==> src/rtl/bm_lpm_concat_packer_if.sv <==
// Handshake bundle for bm_lpm_concat_packer: input word stream, flush control
// and packed output stream. The master side drives the stream and the slave
// side is the packer.
interface bm_lpm_concat_packer_if #(
   parameter int IN_W  = 24,
   parameter int OUT_W = 32
);
   logic [IN_W-1:0]  in_data;
   logic             in_valid;
   logic             in_ready;
   logic             flush;
   logic [OUT_W-1:0] out_data;
   logic             out_valid;
   logic             out_ready;
   logic             out_last;
   logic             flush_done;

   modport master (
      output in_data, in_valid, flush, out_ready,
      input  in_ready, out_data, out_valid, out_last, flush_done
   );

   modport slave (
      input  in_data, in_valid, flush, out_ready,
      output in_ready, out_data, out_valid, out_last, flush_done
   );
endinterface

==> src/rtl/bm_lpm_concat_packer.sv <==
// bm_lpm_concat_packer: packs IN_W-bit words LSB-first into a continuous bit
// stream and emits it as OUT_W-bit words. A flush drains the partial word,
// padded, and tags it with out_last.
// Optional feature: define CONCAT_FILL_ONES_EN to pad flushed partial words
// with 1s instead of 0s.
module bm_lpm_concat_packer #(
   parameter int IN_W  = 24,
   parameter int OUT_W = 32,
   parameter int CNT_W = 6
) (
   input logic                  clock,
   input logic                  reset,
   bm_lpm_concat_packer_if.slave bus
);
   // Accumulator holds one full output word plus one input word.
   localparam int ACC_W = OUT_W + IN_W;
   localparam logic [CNT_W-1:0] OUT_C = CNT_W'(OUT_W);
   localparam logic [CNT_W-1:0] IN_C  = CNT_W'(IN_W);

   typedef enum logic {RUN, FLUSH} state_t;

   state_t           state;
   logic [ACC_W-1:0] acc;
   logic [CNT_W-1:0] cnt;
   logic             flush_done_q;

   logic             pop;
   logic             push;
   logic [CNT_W-1:0] pop_amt;
   logic [CNT_W-1:0] base;
   logic [ACC_W-1:0] acc_next;
   logic [CNT_W-1:0] cnt_next;
   logic [OUT_W-1:0] valid_mask;

   // Output view decoded from registered state only.
   assign bus.in_ready   = (state == RUN) && (cnt <= OUT_C);
   assign bus.out_valid  = (state == RUN) ? (cnt >= OUT_C) : (cnt != '0);
   assign bus.out_last   = (state == FLUSH) && (cnt <= OUT_C);
   assign bus.flush_done = flush_done_q;

   assign pop  = bus.out_valid && bus.out_ready;
   assign push = bus.in_valid && bus.in_ready;

   // Mask of bits that hold real data in the low output word; padding elsewhere.
   always_comb begin
      // NOTE: every always_comb output gets a default first so no path can infer a latch.
      valid_mask = '0;
      for (int i = 0; i < OUT_W; i++) begin
         valid_mask[i] = (i < int'(cnt));
      end
   end

   // Output word: raw in RUN, padded above cnt in FLUSH.
   always_comb begin
      bus.out_data = acc[OUT_W-1:0];
      if (state == FLUSH) begin
`ifdef CONCAT_FILL_ONES_EN
         bus.out_data = acc[OUT_W-1:0] | ~valid_mask;
`else
         bus.out_data = acc[OUT_W-1:0] & valid_mask;
`endif
      end
   end

   // Next accumulator/count: pop shifts out a word, push lands just above what remains.
   always_comb begin
      pop_amt  = '0;
      acc_next = acc;
      if (pop) begin
         pop_amt  = (cnt >= OUT_C) ? OUT_C : cnt;
         acc_next = acc >> OUT_W;
      end
      base     = cnt - pop_amt;
      cnt_next = base;
      if (push) begin
         // Bits above cnt are always zero, so OR-ing the new word in is safe.
         acc_next = acc_next | ({{(ACC_W-IN_W){1'b0}}, bus.in_data} << base);
         cnt_next = base + IN_C;
      end
   end

   // Datapath registers and RUN/FLUSH control with flush_done pulse.
   always_ff @(posedge clock or posedge reset) begin
      if (reset) begin
         acc          <= '0;
         cnt          <= '0;
         state        <= RUN;
         flush_done_q <= 1'b0;
      end else begin
         // NOTE: sequential state uses non-blocking assignments so every register samples pre-edge values.
         acc          <= acc_next;
         cnt          <= cnt_next;
         flush_done_q <= 1'b0;
         case (state)
            RUN: begin
               if (bus.flush) state <= FLUSH;
            end
            FLUSH: begin
               if ((cnt == '0) || (pop && bus.out_last)) begin
                  state        <= RUN;
                  flush_done_q <= 1'b1;
               end
            end
            default: state <= RUN;
         endcase
      end
   end
endmodule

==> src/flat_wrapper.sv <==
// flat-port wrapper written by rule: the top's interface ports become plain ports
module bm_lpm_concat_packer_flat 
#(
   parameter int IN_W  = 24,
   parameter int OUT_W = 32,
   parameter int CNT_W = 6
)
  (clock, reset, bus_in_data, bus_in_valid, bus_flush, bus_out_ready, bus_in_ready, bus_out_data, bus_out_valid, bus_out_last, bus_flush_done);
  bm_lpm_concat_packer_if #(.IN_W(IN_W), .OUT_W(OUT_W)) bus_i ();
  input logic clock;
  input logic reset;
  input wire logic [$bits(bus_i.in_data)-1:0] bus_in_data;
  input wire logic [$bits(bus_i.in_valid)-1:0] bus_in_valid;
  input wire logic [$bits(bus_i.flush)-1:0] bus_flush;
  input wire logic [$bits(bus_i.out_ready)-1:0] bus_out_ready;
  output wire logic [$bits(bus_i.in_ready)-1:0] bus_in_ready;
  output wire logic [$bits(bus_i.out_data)-1:0] bus_out_data;
  output wire logic [$bits(bus_i.out_valid)-1:0] bus_out_valid;
  output wire logic [$bits(bus_i.out_last)-1:0] bus_out_last;
  output wire logic [$bits(bus_i.flush_done)-1:0] bus_flush_done;
  assign bus_i.in_data = bus_in_data;
  assign bus_i.in_valid = bus_in_valid;
  assign bus_i.flush = bus_flush;
  assign bus_i.out_ready = bus_out_ready;
  assign bus_in_ready = bus_i.in_ready;
  assign bus_out_data = bus_i.out_data;
  assign bus_out_valid = bus_i.out_valid;
  assign bus_out_last = bus_i.out_last;
  assign bus_flush_done = bus_i.flush_done;
  bm_lpm_concat_packer #(.IN_W(IN_W), .OUT_W(OUT_W), .CNT_W(CNT_W)) u_core (.clock(clock), .reset(reset), .bus(bus_i));
endmodule
==> config.mk <==
export PLATFORM = sky130hd
export DESIGN_NAME = bm_lpm_concat_packer_flat
export DESIGN_NICKNAME = d
export VERILOG_FILES = /design/src/rtl/bm_lpm_concat_packer_if.sv /design/src/rtl/bm_lpm_concat_packer.sv /design/src/flat_wrapper.sv
export SDC_FILE = /design/constraint.sdc
export NUM_CORES = 1
export LEC_CHECK = 0
export CORE_MARGIN = 3
export CORE_UTILIZATION = 50
export DETAILED_ROUTE_END_ITERATION = 10
export GPL_TIMING_DRIVEN = 0
export HOLD_SLACK_MARGIN = 0.15
export PLACE_DENSITY = 0.77
export SLEW_MARGIN = 10
export SYNTH_ARGS = -nofsm -noshare
export SYNTH_HDL_FRONTEND = slang
export SYNTH_SLANG_ARGS = --single-unit
==> constraint.sdc <==
create_clock -name clock -period 3.9 [get_ports clock]
set_input_delay 1.17 -clock clock [delete_from_list [all_inputs] [get_ports clock]]
set_output_delay 1.17 -clock clock [all_outputs]
set_load 0.005 [all_outputs]
==> results.md <==
* CTS buffer count at 9
* Worst EP required at roughly 4.2 ns
* Post-synth ARST share at 100.0%
* Die H at between 100 and 150 um
* First-pass GRT wire length at around 26000 um
* Fraction of the mapped netlist area in compound gates at between 10% and 20%
* Fmax at ~260 MHz
* Die X at approximately 100 um
* Largest net degree at the start of global routing at 65
* Number of flops mapped to enable cells by yosys at 0
* Tcrit/Tclk final at between 90% and 100%
* Fin nets at between 600 and 700
* # rows at 35
* Flop2flop setup slack at approximately 0.070 ns
* RSZ-0062 raised after global routing: yes
* Hold Path Stages at 2
* Crit. Startpoint: bus_out_ready
* Antenna violations before repair at 0
* Critical path type: in -> reg
* Crit. End Element: flip-flop
* Sequential share of the synthesized area at between 30% and 40%
* Ys flop type: dfrtp_1
* H-tree depth at 3
* Worst-path cell chain: clkdlybuf4s15_1 > nand2_2 > buf_6 > buf_8 > nor3_2 > ha_2 > fa_2 > buf_8 > inv_2 > mux2i_2 > mux2i_2 > mux2_2 > nand3b_1 > o211ai_1
* WL met1 at roughly 7000 um
* Dominant cell type by area after synthesis: dfrtp_1
* Layout fillers at approximately 780
* I/O pins at 65
* DP HPWL at approximately 13000 um
* DRT Wirelength at around 17000 um
* Most common cell after layout, fill and taps aside: nand2_1
* Layout Area Growth over Synthesis at 31.25%
* GRT Total Usage at a little under a third
* Mean post-synth cell area at between 8 and 9 um^2
* Initial DRC Count at 480
* Clk_skew at 0.01294 ns
* Initial cell density of the core at about 52%
* DRC violations left at 0
* Drt via density at 6.322
* Final Max Slew Viols at 0
* CTS tree: yes
* Simple-gate share of the synthesized area at 21.78%
* Clk_lat worst skew at between 0.3 and 0.4 ns
* Final ANT Viol Nets at 0
* Critical Path Source Type: input pin
* GPL Wtd Cong at approximately 0.95
* Area contributors post-synth: dfrtp_1, mux2i_1, nand2_1
* Post-layout util at approximately two thirds
* Total gr overflow at 0
* Post-Synthesis Cells at 562
* Portion of netlist area occupied by mux cells at roughly 16%
* Worst Max-Slew Pin Slew at just over 0.8 ns
* Layout cell share with drive strength beyond 1 at between 20% and 30%
* First drt pass iteration count at 5
* Synthesized cell area at 4808 um^2
* CP Data Arrival Time at approximately 4.1 ns
* Max Used Layer: met4
* Wire per inst at about 22 um
* Post-Synth XOR/XNOR Area at around 1.1%
* Reg2Reg Capture Point: u_core.acc[45]
* R2r worst-path depth at 17
* Vias at ~5000
* Max incr delay on CP at roughly 0.48 ns
* Placeable Area at ~9300 um^2
* R2r startpoint: u_core.cnt[5]
* Setup-failing EPs final at 0
* Hold_buf cts at 0
* Largest family of logic cells by synthesized area: simple AND/OR/NAND/NOR gates
* Number of global-route vias before repair at between 4000 and 5000
* Highest-count cells in the layout ignoring fill and taps: nand2_1, nor2_1, clkdlybuf4s50_1
* Maximum buffer depth of the clock tree at 2
* Synth top area share at roughly a third
* Clock root buffer master: clkbuf_8
* Synth cell types at 57
* Yosys warning count at 0
* Die area at between 10000 and 15000 um^2
* # clock sinks at 64
* Clock transition at path regs at ~0.080 ns
* Diode count at 0
* Status: finished clean
* Hold WC Path Type: reg -> reg
* Max-Cap Viols at 0
* Minimum clock period at between 3 and 4 ns
* Synthesized net count at 598
* Port Buffers at 64
* Flops & latches, synth at 64
* CP max stage cell: fa_2
* Hold Vio Cnt, Final at 0
* Met3 WL at roughly 1200 um
* Wire length on met2 at approximately 8000 um
* Hold Startpoint: u_core.acc[34]
* Worst Hold End: u_core.acc[2]
* Max_slew headroom at between 40% and 50%
* Worst Path Max Fanout at 8
* Post-Synth Adder-Cell Area at 1.978%
[synthesized netlist by cell type (2+ instances only)]
library cell,n
nand2_1,87
nor2_1,68
dfrtp_1,64
mux2i_1,40
o21ai_0,36
o22ai_1,22
clkbuf_1,20
nor3_1,18
a21oi_1,14
o221ai_1,14
inv_1,12
mux4_2,12
buf_2,11
a21boi_0,10
nand3_1,10
mux2_2,9
o211ai_1,9
a32oi_1,8
and2_1,8
buf_6,6
ha_1,6
nand2b_1,6
nand3b_1,6
a211oi_1,5
a31oi_1,4
and3_1,4
nand4_1,4
o21a_1,4
a22oi_1,3
buf_1,3
nor2b_1,3
nor3b_1,3
xor2_1,3
buf_4,2
inv_2,2
nand2_4,2
nor2_2,2
o31ai_1,2
or3_1,2
[critical path: cells and delay by family]
family / cells / cell delay (ns)
buf+inv: 5 / 0.86
mux: 3 / 0.87
fa+ha+maj: 2 / 0.70
simple gates: 3 / 0.40
compound gates: 1 / 0.11
[per-stage QoR]
| step | hold slack [ns] | TNS, ns | worst slack [ns] | cell area (um^2) | instances |
|---|---|---|---|---|---|
| global placement | 0.4638 | -61.48 | -1.416 | 5614 | 755 |
| finish | 0.4928 | 0 | 0.05368 | 6311 | 790 |
| detailed placement | 0.4681 | -62.98 | -1.377 | 5617 | 755 |
| floorplan | 0.4504 | 0 | 0.002088 | 4812 | 562 |
| global route | 0.5029 | -0.1299 | -0.03774 | 6311 | 790 |
| CTS | 0.4861 | 0 | 0.0009517 | 6077 | 782 |
[state kept, by name, summed over array words and instances, names as in the netlist]
signal,flops
u_core.cnt,6
u_core.acc,56
u_core.bus.flush_done,1
u_core.state,1
[cell type report]
type	count	area, um^2	share of cell area, %
well taps	129	161.4	2.557
clock buffers	9	123.9	1.963
repair buffers	83	783.3	12.41
inverters	15	60.06	0.9516
flip-flops and latches	64	1604	25.42
multi-input cells	441	3203	50.75
clock inverters	7	71.32	1.130
plain buffers	42	304.0	4.818
[logic make-up (layout without fill, tap and decap cells)]
family	after synthesis	in the layout
flops	64	64
xor+xnor	5	5
mux	61	61
simple gates	228	228
fa+ha+maj	7	7
compound gates	140	140
buf+inv	57	156
[how the worst max path moves through the flow]
| stage | to | slack [ns] | cells past startpoint |
|---|---|---|---|
| floorplan | u_core.acc[53] | 0.002 | 11 |
| global placement | u_core.acc[52] | -1.42 | 14 |
| detailed placement | u_core.acc[52] | -1.38 | 14 |
| CTS | u_core.acc[13] | 0.001 | 15 |
| global route | u_core.acc[40] | -0.04 | 14 |
| finish | u_core.acc[42] | 0.05 | 14 |
[timing repair]
| action | CTS | global route |
|---|---|---|
| setup buffers | 11 | 8 |
| pin swaps | 10 | 10 |
| endpoints found under the setup margin | 59 | 58 |
| gates resized for setup | 55 | 61 |
[per-layer routing]
metal / up-vias / GRT usage [%]
met1: 2427 / 40.98
li1: 2226 / -
met3: 61 / 4.283
met4: 0 / 15.95
met5: - / 0
met2: 280 / 49.30
Power is not shown: default switching activity piles up to over one toggle a cycle in this logic, so the estimate is an artifact.
